[config.mk]
export PLATFORM = sky130hd
export DESIGN_NAME = layer1_host_if
export DESIGN_NICKNAME = d
export VERILOG_FILES = /design/src/rtl/layer1_host_if.sv
export SDC_FILE = /design/constraint.sdc
export NUM_CORES = 1
export LEC_CHECK = 0
export BUFFER_PORTS_ARGS = -buffer_cell sky130_fd_sc_hd__buf_2
export CELL_PAD_IN_SITES_DETAIL_PLACEMENT = 1
export CELL_PAD_IN_SITES_GLOBAL_PLACEMENT = 1
export CORE_MARGIN = 5
export CORE_UTILIZATION = 40
export CTS_CLUSTER_SIZE = 14
export DETAILED_ROUTE_END_ITERATION = 6
export GPL_ROUTABILITY_DRIVEN = 0
export PLACE_DENSITY_LB_ADDON = 0.12
export SYNTH_ARGS = -nofsm -noshare
export SYNTH_HDL_FRONTEND = slang
export SYNTH_SLANG_ARGS = --single-unit
[constraint.sdc]
create_clock -name clk -period 3.2 [get_ports clk]
set_clock_uncertainty 0.1 [all_clocks]
set_input_delay 0.48 -clock clk [delete_from_list [all_inputs] [get_ports clk]]
set_output_delay 0.48 -clock clk [all_outputs]
set_load 0.05 [all_outputs]
[src/rtl/layer1_host_if.sv]
// Host-side front end for the layer-1 engine: packs 16 input bytes into the
// 128-bit pixel vector, runs start/done, then streams the 48 outputs as 12 bytes.
module layer1_host_if #(
   parameter int unsigned N_PIX = 64,
   parameter int unsigned N_OUT = 48
) (
   input  logic                 clk,
   input  logic                 rst_n,
   input  logic                 in_valid,
   input  logic [7:0]           in_byte,
   output logic                 in_ready,
   output logic [2*N_PIX-1:0]   pixels_flat,
   output logic                 l1_start,
   input  logic                 l1_done,
   input  logic                 l1_busy,
   output logic [5:0]           l1_read_addr,
   input  logic [1:0]           l1_read_data,
   output logic                 out_valid,
   output logic [7:0]           out_byte,
   input  logic                 out_ready,
   output logic                 frame_done
);

   localparam int unsigned N_IN_BYTES  = N_PIX / 4;
   localparam int unsigned N_OUT_BYTES = N_OUT / 4;

   typedef enum logic [2:0] {
      S_LOAD,
      S_START,
      S_RELEASE,
      S_READ,
      S_SEND
   } state_t;

   state_t     state, state_nxt;
   logic [3:0] byte_cnt;
   logic [5:0] rd_idx;
   logic [7:0] pack, pack_nxt;
   logic       last_in, last_cap, last_out;
   logic       unused_busy;

   assign unused_busy  = l1_busy;
   assign l1_read_addr = rd_idx;
   assign last_in      = (byte_cnt == 4'(N_IN_BYTES - 1));
   assign last_cap     = (rd_idx[1:0] == 2'd3);
   assign last_out     = (byte_cnt == 4'(N_OUT_BYTES - 1));

   always_comb begin
      pack_nxt = pack;
      pack_nxt[{rd_idx[1:0], 1'b0} +: 2] = l1_read_data;
   end

   always_ff @(posedge clk or negedge rst_n) begin
      if (!rst_n) state <= S_LOAD;
      else        state <= state_nxt;
   end

   always_comb begin
      state_nxt  = state;
      in_ready   = 1'b0;
      l1_start   = 1'b0;
      frame_done = 1'b0;
      unique case (state)
         S_LOAD: begin
            in_ready = 1'b1;
            if (in_valid && last_in) state_nxt = S_START;
         end
         S_START: begin
            l1_start = 1'b1;
            if (l1_done) state_nxt = S_RELEASE;
         end
         S_RELEASE: begin
            if (!l1_done) state_nxt = S_READ;
         end
         S_READ: begin
            if (last_cap) state_nxt = S_SEND;
         end
         S_SEND: begin
            if (out_ready) begin
               frame_done = last_out;
               state_nxt  = last_out ? S_LOAD : S_READ;
            end
         end
         default: state_nxt = S_LOAD;
      endcase
   end

   // byte_cnt counts input bytes in LOAD, then output bytes in READ/SEND
   always_ff @(posedge clk or negedge rst_n) begin
      if (!rst_n) begin
         byte_cnt    <= '0;
         rd_idx      <= '0;
         pack        <= '0;
         pixels_flat <= '0;
         out_valid   <= 1'b0;
         out_byte    <= '0;
      end else begin
         unique case (state)
            S_LOAD: begin
               if (in_valid) begin
                  pixels_flat[{byte_cnt, 3'b000} +: 8] <= in_byte;
                  byte_cnt <= last_in ? '0 : byte_cnt + 4'd1;
               end
            end
            S_START: ;
            S_RELEASE: begin
               byte_cnt <= '0;
               rd_idx   <= '0;
            end
            S_READ: begin
               pack   <= pack_nxt;
               rd_idx <= (rd_idx == 6'(N_OUT - 1)) ? '0 : rd_idx + 6'd1;
               if (last_cap) begin
                  out_byte  <= pack_nxt;
                  out_valid <= 1'b1;
               end
            end
            S_SEND: begin
               if (out_ready) begin
                  out_valid <= 1'b0;
                  byte_cnt  <= last_out ? '0 : byte_cnt + 4'd1;
               end
            end
            default: ;
         endcase
      end
   end

endmodule

# == After elaboration in Yosys (flattened, before gate mapping) ==
# Index checks and enable logic that the tools add are counted.
# classes
shifts,4
reduce_logical,10
addsub,4
eq_ne,14
muxes,23
# ops
op,n
$bwmux 128,1
$shift 8x9->128 const A,1
$shiftx 8x9->128,1
$mux 4,4
$mux 3,5
$pmux 3 s5,1
$ne 2x2->1 const B,6
$pmux 4 s3,1
$pmux 6 s2,1
$neg 7->9,1
$bwmux 8,1
$eq 4x4->1 const B,2
$shift 2x5->8 const A,1
$shiftx 2x5->8,1
$add 6x1->6 const B,1
$eq 3x2->1 const B,2
$eq 6x6->1 const B,1
$mux 1,6
$mux 6,1
$reduce_and 3->1,2
$neg 3->5,1
$reduce_and 5->1,1
$add 4x1->4 const B,1
$reduce_and 2->1,2
9 further kinds,10
# word_totals
word_cells,62
register_bits,158
out_inout_bits,146
in_bits,16

# == Longest topological paths before layout ==
# Gate-level depths: netlist (run 1).
# logic_depth
ltp_word,4
depth_mapped,7
mapped_depth_nobuf,6

# == Least setup slack after synthesis (run 1) ==
# OpenSTA, ideal clock, no wires.
# synth_path
path_type,reg2out
from,reg state[1]
to,out frame_done
arrival_ns,2.348
t_required_ns,2.620
stages_incl_launch_ff,5
setup_slack_ns,0.272
path_cell_list,dfrtp_1 -> clkbuf_1 -> nor2_1 -> nand2_1 -> nor4_1
# synth_between
elab_chain_len,2
# synth_lines
item,line,source
"start, declared",35,"state_t state, state_nxt;"
"start signal, assigned",55,else state <= state_nxt;
$eq 3x3->1,63,unique case (state)
$mux 1,63,
"end, declared",21,output logic frame_done
# No other way between the ends.

# == Final worst setup path (run 1) ==
# layout_path
from,reg byte_cnt[1]
to,reg pixels_flat[126]
# layout_between
elab_chain_len,3
word_cells_on_any_way,4
# layout_lines
item,line,source
"start, declared",36,logic [3:0] byte_cnt;
"start signal, assigned",102,byte_cnt <= last_in ? '0 : byte_cnt + 4'd1;
"start signal, assigned",121,byte_cnt <= last_out ? '0 : byte_cnt + 4'd1;
$neg 7->9 *,101,"pixels_flat[{byte_cnt, 3'b000} +: 8] <= in_byte;"
$shiftx 8x9->128 or $shift 8x9->128 (tied branches),101,
$bwmux 128 *,101,
"end signal, assigned by index",101,
"end, declared",12,"output logic [2*N_PIX-1:0] pixels_flat,"
# Every way passes the cells marked *; elsewhere a longest branch is shown, timed or not.
# A chain may end at the register's enable or synchronous reset.

==> results by group, run 1 <==
Setup path
  – Critical path startpoint: byte_cnt[1]
  – Arrival @ worst endpoint: slightly below 3000 ps
  – Reg2Reg Depth: 6
  – Worst Path Required: about 3400 ps
  – Worst setup EP type: flip-flop
  – Reg2reg end: pixels_flat[126]
  – Startpoint Class: flip-flop
  – Critical path class: reg2reg
  – R2R Setup Slk: about 500 ps
  – Critical Path End: pixels_flat[126]
  – Worst-path fanout max: 8
  – Worst r2r src: byte_cnt[1]

Clock network
  – PostCTS Resize Cnt: 0
  – Worst-path clk slew: around 60 ps
  – CTS tree: built
  – Total CTS buffers: 17
  – Post-CTS Setup Bufs: 0
  – TritonCTS Sinks: between 150 and 200
  – CTS root buf: clkbuf_16
  – CTS Buffer Depth: 2
  – Worst-skew pair later-pin latency: 410 ps
  – H-tree levels: 4

Logic synthesis
  – Post-synth ARST share: 1.00
  – Main area contributors after synthesis: dfrtp_1 (59%), mux2_2 (21%), ha_1 (1.7%)
  – Avg Cell Area, Syn: approximately 13 um2
  – Top FF cell, synth: dfrtp_1
  – Share of the synthesized area in the top cell type: 0.589
  – Post-Synthesis Cells: 493
  – Cell taking the most area after synthesis: dfrtp_1
  – Register area share after synthesis: 0.589
  – Yosys warns: 0
  – Synth Cell Area: about 6600 um2
  – Synth Net Count: slightly above 500
  – Synth Register Bits: approximately 160
  – Post-synth cell types: 51
  – Post-synth EDFFs: 0
  – Most frequent cell after synthesis: dfrtp_1
  – Post-synth top cells: dfrtp_1 (156), mux2_2 (122), nand2_1 (28)

Route
  – Final wirelength: between 15 and 20 mm
  – Avg Vias per Cell: between 5 and 6
  – Antenna-violating nets left: 0
  – Via count: about 4600
  – DR WL/cell: 19.2 um
  – DRC Markers: 0
  – DR pass1 iterations: 4
  – DR iter-0 viols: roughly 160

Finish
  – Diode count: 0
  – End-of-flow core utilization: 0.507
  – Nets: a little under 700
  – Finished Cell Area: roughly 8300 um2
  – Register Area: about 3900 um2
  – Multi-input logic area: 2600 um2
  – Area grow syn2layout: 25.5%
  – Fill count: approximately 1700
  – Share of layout cells above drive strength 1: 0.491

Floorplanning
  – DIE WIDTH: about 140 um
  – Die area: roughly 19000 um2
  – Rows: 47
  – # IOs: about 160
  – Core Box Area: between 15000 and 20000 um2
  – Effective utilization at floorplan: 0.404
  – Die height: 139 um

Placed design
  – Post-DP HPWL: around 12 mm
  – Number of I/O port buffers: between 150 and 200
  – Cell Area, Placed: around 7700 um2

STA
  – Min cycle time layout: about 2700 ps
  – Setup Viol. Count Final: 0
  – Fmax: between 0.3 and 0.4 GHz
  – Final Hold Violating Endpoints: 0
  – Slew Viols, Final: 0
  – Unrepaired setup endpoints after global routing: false
  – Worst-Margin Slew: ~660 ps
  – Relative slew slack: 0.557
  – Fin Hold WS: roughly 210 ps
  – Tcrit/Tclk final: 0.843
  – Final TNS setup: 0 ps

Power
  – Pwr dens: about 970 nW/um2
  – Worst IR Drop VDD: around 440 uV
  – P_leak: 4.52 nW

Run status
  – Status: completed

Global route
  – Largest net degree at the start of global routing: slightly above 90
  – Met3 usage: 0.0521
  – Global-route wire length before repair: approximately 28 mm
  – Vias in the first global route: ~5000
  – Tot GR Track Use: 0.185
  – Antenna violations before repair: 0
  – Grt met1 use: 0.237
  – Gr ovfl total: 0
  – GRT busiest layer: met2
  – Met2 usage: 0.311

Min path
  – Hold crit path type: in2reg

Flow run
  – Max_cap viols: 0
==> how the worst min path moves through the flow <==
stage / endpoint / slack, ps / start / cells after the start
final: state[2] / 210 / out_ready / 2
after global routing: state[2] / 200 / out_ready / 2
after CTS: state[2] / 180 / out_ready / 2
after detailed placement: pixels_flat[91] / 350 / rst_n / 1
after global placement: pixels_flat[91] / 340 / rst_n / 1
after floorplan: byte_cnt[0] / 80 / rst_n / 0
==> final cells by class <==
cell class	instances	share of cell area
Sequential cell	156	0.470
Multi-Input combinational cell	306	0.313
Timing Repair Buffer	169	0.107
Clock buffer	20	0.0550
Tap cell	220	0.0331
Clock inverter	12	0.0193
Inverter	7	0.00316
==> worst max-delay path, cell delays in order, from the launching register on <==
cell and delay [ps]:
dfrtp_1 470, inv_1 150, ha_1 270, nand2b_1 90, o21ai_0 380, nand4_1 610, mux2_2 500
==> stage by stage <==
step	std cells	total power [mW]	worst slack, ps
after CTS	890	8.14	497
after floorplan	493	5.15	272
after detailed placement	857	6.03	507
after global routing	890	8.47	353
after global placement	857	5.93	640
final	890	8.03	501
==> flip-flops by register name, indices dropped and copies added (netlist names) <==
signal	cells
byte_cnt	4
out_byte	8
pack	6
state	3
l1_read_addr	6
out_valid	1
pixels_flat	128
==> routing by layer <==
layer,wire (um),share of wire
met3,743,0.043
met5,0,0
met4,153,0.0090
met2,8580,0.50
met1,7610,0.45
==> cells in the final DEF, fill, tap and decap left out, drive strengths merged, types with 4 or more instances in the layout <==
cell / instances
nor4bb: 4
and2: 8
o21ai: 19
inv: 10
nand3: 12
clkinvlp: 4
nor2: 15
nand2: 29
mux2i: 7
a22o: 5
ha: 9
nand2b: 6
mux2: 130
and3: 11
clkbuf: 20
buf: 168
a21oi: 5
dfrtp: 156
nor2b: 5
==> timing repair <==
action | in CTS | in global routing
hold endpoints to repair | 46 | 0
setup endpoints to repair | 0 | 0
hold buffers | 1 | 0
==> logic make-up (layout without fill, tap and decap cells) <==
logic type | count (synthesis) | count (layout) | share of synthesized area
AOI/OAI and AO/OA | 47 | 47 | 0.0459
muxes | 137 | 137 | 0.232
adders and majority gates | 9 | 9 | 0.0170
and+or+nand+nor | 109 | 109 | 0.0926
buffers and inverters | 31 | 208 | 0.0181
DFF | 156 | 156 | 0.589
xor gates and xnor gates | 4 | 4 | 0.00529
==> report_power, final <==
part	internal [mW]	switching, mW	total (mW)
Combinational	0.854	2.34	3.19
Clock	1.28	0.803	2.08
Sequential	2.42	0.341	2.76
(Power assumes the default switching activity.)
==> run 2: changes to the inputs <==
- CORE_UTILIZATION: 40 -> 38
- clock period: 3.2 -> 2.29 ns (I/O delays scaled with it)
==> results by group, run 2 (synthesis gave the netlist of run 1 again) <==
Placed design
  – Number of I/O port buffers: 160
  – Cell Area, Placed: about 7900 um2
  – Post-DP HPWL: about 13 mm

Global route
  – Global-route wire length before repair: between 20 and 30 mm
  – Tot GR Track Use: 0.181
  – Largest net degree at the start of global routing: 46
  – Gr ovfl total: 0
  – Vias in the first global route: 4955
  – Antenna violations before repair: 0

Clock network
  – TritonCTS Sinks: roughly 160
  – Worst-skew pair later-pin latency: about 420 ps
  – CTS Buffer Depth: 2
  – H-tree levels: 4
  – CTS tree: built
  – Total CTS buffers: 17
  – CTS root buf: clkbuf_16
  – Worst-path clk slew: 60 ps

Route
  – DRC Markers: 0
  – Antenna-violating nets left: 0
  – DR iter-0 viols: between 100 and 150
  – Via count: 4638
  – Final wirelength: around 18 mm
  – Avg Vias per Cell: between 5 and 6
  – DR pass1 iterations: 5
  – DR WL/cell: 19.4 um

STA
  – Final TNS setup: 0 ps
  – Fin Hold WS: approximately 58 ps
  – Slew Viols, Final: 0
  – Tcrit/Tclk final: 0.957
  – Setup Viol. Count Final: 0
  – Unrepaired setup endpoints after global routing: true
  – Min cycle time layout: around 2200 ps
  – Relative slew slack: 0.602
  – Final Hold Violating Endpoints: 0
  – Worst-Margin Slew: between 500 and 600 ps
  – Fmax: around 0.46 GHz

Setup path
  – Worst-path fanout max: 16
  – Worst setup EP type: output port
  – Critical path class: reg2out
  – Worst Path Required: about 1900 ps
  – Startpoint Class: flip-flop
  – Arrival @ worst endpoint: 1750 ps

Power
  – Tot Pwr: 11.4 mW
  – Pwr dens: roughly 1300 nW/um2
  – Worst IR Drop VDD: 564 uV
  – P_leak: between 4 and 5 nW

Floorplanning
  – Rows: 48
  – # IOs: 162
  – Effective utilization at floorplan: 0.386
  – Die area: around 20000 um2
  – DIE WIDTH: 142 um
  – Core Box Area: 17200 um2
  – Die height: approximately 140 um

Finish
  – Fill count: 1841
  – Max FFs per register: around 130
  – Most common cell after layout, fill and taps aside: buf_2
  – Biggest register: pixels_flat
  – Largest registers: pixels_flat x128, out_byte x8
  – Nets: between 700 and 800
  – Area grow syn2layout: 29.2%
  – Diode count: 0
  – Commonest cells after routing, fill and taps aside: buf_2 (158), dfrtp_1 (154), mux2_2 (122), nand2_1 (28), buf_4 (25)
  – Finished Cell Area: about 8600 um2
  – Share of layout cells above drive strength 1: 0.523

Flow run
  – Max_cap viols: 0

Min path
  – Hold crit path type: in2reg

Run status
  – Status: completed
==> run 2: changes by cell type in the layout (fill, tap and decap cells not counted), sizes merged <==
cell      delta
buf         +22
clkinv       +3
clkbuf       -2
bufinv       -1
clkinvlp     -1
inv          +1
==> run 2: layout make-up <==
type / count / area, um2 / share of cell area
Inverter: 7 / 26.3 / 0.00307
Clock inverter: 14 / 159 / 0.0186
Multi-Input combinational cell: 306 / 2650 / 0.310
Timing Repair Buffer: 191 / 1090 / 0.128
Clock buffer: 18 / 439 / 0.0513
Sequential cell: 156 / 3910 / 0.457
Tap cell: 225 / 282 / 0.0329
==> run 2: report_power, final <==
part	switching [mW]	internal [mW]	leakage, nW	total [mW]
Sequential	0.415	3.38	2.13	3.80
Clock	1.17	1.65	0.287	2.82
Combinational	3.41	1.34	2.23	4.75
Total	4.99	6.38	4.65	11.4
==> run 2: through the flow <==
step | setup slack (ps) | instances | util
2_1_floorplan | 8.59 | 493 | -
6_report | 98.2 | 917 | 0.498
4_1_cts | -33.5 | 916 | 0.495
3_5_place_dp | -34.8 | 883 | 0.459
5_1_grt | -23.6 | 917 | 0.498
3_3_place_gp | 52.0 | 883 | 0.459
==> run 2: worst max-delay path, cell delays in order (launching register included) <==
cell and delay (ps):
dfrtp_1 360, buf_6 170, ha_1 210, nand2_1 130, nor4_2 210, buf_4 250
==> run 2: metal layers <==
layer	vias to the layer above	routed length, um	track usage
li1	2140	-	-
met1	2372	7870	0.242
met2	111	8860	0.296
met3	15	850	0.0413
met4	0	197	0.0510
met5	-	0	0
==> run 2: repair_timing <==
action | in CTS | in global routing
resized for setup | 2 | 11
gates cloned | 0 | 0
hold buffers | 1 | 0
endpoints found under the hold margin | 41 | 0
pin swaps | 0 | 2
setup buffers | 0 | 1
setup endpoints to repair | 9 | 50
==> run 2: final timing paths <==
path / from / endpoint / slack [ps] / cells past startpoint
setup / recovery: byte_cnt[0] / frame_done / 100 / 5
min in group asynchronous: rst_n / pixels_flat[91] / 320 / 2
max in group asynchronous: rst_n / pixels_flat[47] / 1100 / 3
hold / removal: out_ready / state[2] / 60 / 2
setup reg to reg: byte_cnt[0] / pixels_flat[44] / 180 / 8
hold reg to reg: out_byte[0] / out_byte[0] / 380 / 2
==> run 3: changes to the inputs <==
- CORE_ASPECT_RATIO: default -> 0.5
==> results by group, run 3 (synthesis gave the netlist of run 1 again) <==
STA
  – Unrepaired setup endpoints after global routing: false
  – Fmax: 0.462 GHz
  – Final TNS setup: 0 ps
  – Tcrit/Tclk final: 0.946
  – Relative slew slack: 0.608
  – Min cycle time layout: roughly 2200 ps
  – Final Hold Violating Endpoints: 0
  – Slew Viols, Final: 0
  – Minimum setup slack in the final design: about 120 ps
  – Fin Hold WS: 71.7 ps
  – Setup Viol. Count Final: 0
  – Worst-Margin Slew: ~590 ps

Setup path
  – R2R Setup Slk: about 150 ps
  – Worst Path Required: around 1900 ps
  – Reg2Reg Depth: 6
  – Worst r2r src: byte_cnt[1]
  – Critical Path End: frame_done
  – Critical path startpoint: byte_cnt[0]
  – Arrival @ worst endpoint: 1720 ps
  – Critical path class: reg2out
  – Startpoint Class: flip-flop
  – Worst setup EP type: output port
  – Reg2reg end: pixels_flat[6]
  – Worst-path fanout max: 16

Floorplanning
  – # IOs: around 160
  – Die height: between 100 and 150 um
  – Effective utilization at floorplan: 0.384
  – Rows: 34
  – Die area: 20300 um2
  – DIE WIDTH: 197 um
  – Core Box Area: between 15000 and 20000 um2

Global route
  – Global-route wire length before repair: roughly 29 mm
  – Gr ovfl total: 0
  – Antenna violations before repair: 1
  – Tot GR Track Use: 0.184
  – Vias in the first global route: approximately 5000
  – Largest net degree at the start of global routing: 49

Finish
  – Nets: between 700 and 800
  – Biggest register: pixels_flat
  – Finished Layout Cells: 925
  – Max FFs per register: 128
  – Register Area: between 3000 and 4000 um2
  – Largest registers: pixels_flat x128, out_byte x8
  – Share of layout cells above drive strength 1: 0.522
  – Area grow syn2layout: 29.1%
  – Finished Cell Area: around 8600 um2
  – Commonest cells after routing, fill and taps aside: buf_2 (158), dfrtp_1 (154), mux2_2 (122), buf_4 (28), nand2_1 (27)
  – Diode count: 0
  – Fill count: between 1500 and 2000
  – Most common cell after layout, fill and taps aside: buf_2
  – Multi-input logic area: 2640 um2

Placed design
  – Cell Area, Placed: just under 8000 um2
  – Placed Cells: between 800 and 900
  – Post-DP HPWL: between 10 and 15 mm
  – Number of I/O port buffers: 160
  – Pre-CTS WS: -59.8 ps

Clock network
  – Post-CTS Setup Bufs: 0
  – H-tree levels: 4
  – CTS tree: built
  – TritonCTS Sinks: roughly 160
  – CTS root buf: clkbuf_16
  – Worst-skew pair later-pin latency: between 400 and 500 ps
  – CTS Buffer Depth: 2
  – Total CTS buffers: 17
  – Worst-path clk slew: about 60 ps

Min path
  – Hold crit path type: in2reg

Route
  – Met2 routed WL: 8.65 mm
  – Met3 routed WL: 760 um
  – Antenna-violating nets left: 0
  – DRC Markers: 0
  – DR WL/cell: a little under 20 um
  – Via count: between 4000 and 5000
  – M1 WL: between 8 and 9 mm
  – Max Used Layer: met5
  – Final wirelength: 18.1 mm
  – DR pass1 iterations: 5
  – Avg Vias per Cell: approximately 5.0
  – DR iter-0 viols: approximately 140

Power
  – P_leak: between 4 and 5 nW
  – Worst IR Drop VDD: 661 uV
  – Pwr dens: ~1300 nW/um2

Run status
  – Status: completed

Flow run
  – Max_cap viols: 0
run 3: stage by stage:
step                utilization  total power [mW]
global placement          0.458              8.49
global route              0.496              12.1
finish                    0.496              11.5
CTS                       0.495              11.6
floorplan                     -              7.22
detailed placement        0.458              8.63
run 3: how the worst min path moves through the flow:
stage | startpoint | end | slack [ps] | cells after the start
after floorplan | rst_n | byte_cnt[0] | -50 | 0
final | out_ready | state[2] | 70 | 2
after global routing | out_ready | state[2] | 70 | 2
after detailed placement | rst_n | state[2] | 230 | 1
after CTS | out_ready | state[2] | 50 | 2
after global placement | rst_n | l1_read_addr[1] | 230 | 1
run 3: layout make-up:
cell class	instances	share of cell area
clock buffers	19	0.0530
well taps	234	0.0342
flip-flops and latches	156	0.457
clock inverters	12	0.0187
inverters	7	0.00307
multi-input cells	306	0.309
repair buffers	191	0.126
run 3: critical path, stage by stage, from the launching register on:
cell and delay [ps]:
dfrtp_1 350, buf_6 170, ha_1 220, nand2_2 100
nor4_2 230, buf_4 240
run 3: power by group:
group | internal, mW | switching (mW)
registers | 3.38 | 0.399
logic | 1.34 | 3.43
clock network | 1.78 | 1.16
run 3: routing by layer:
metal,up-vias,global-route usage
met5,-,0
li1,2130,-
met3,9,0.0437
met4,2,0.0415
met2,86,0.305
met1,2437,0.252
run 3: timing repair:
| item | in CTS | in global routing |
|---|---|---|
| setup endpoints to repair | 25 | 29 |
| resized for setup | 4 | 5 |
| pin swaps | 0 | 0 |
| hold endpoints to repair | 45 | 0 |
| hold buffers | 1 | 0 |
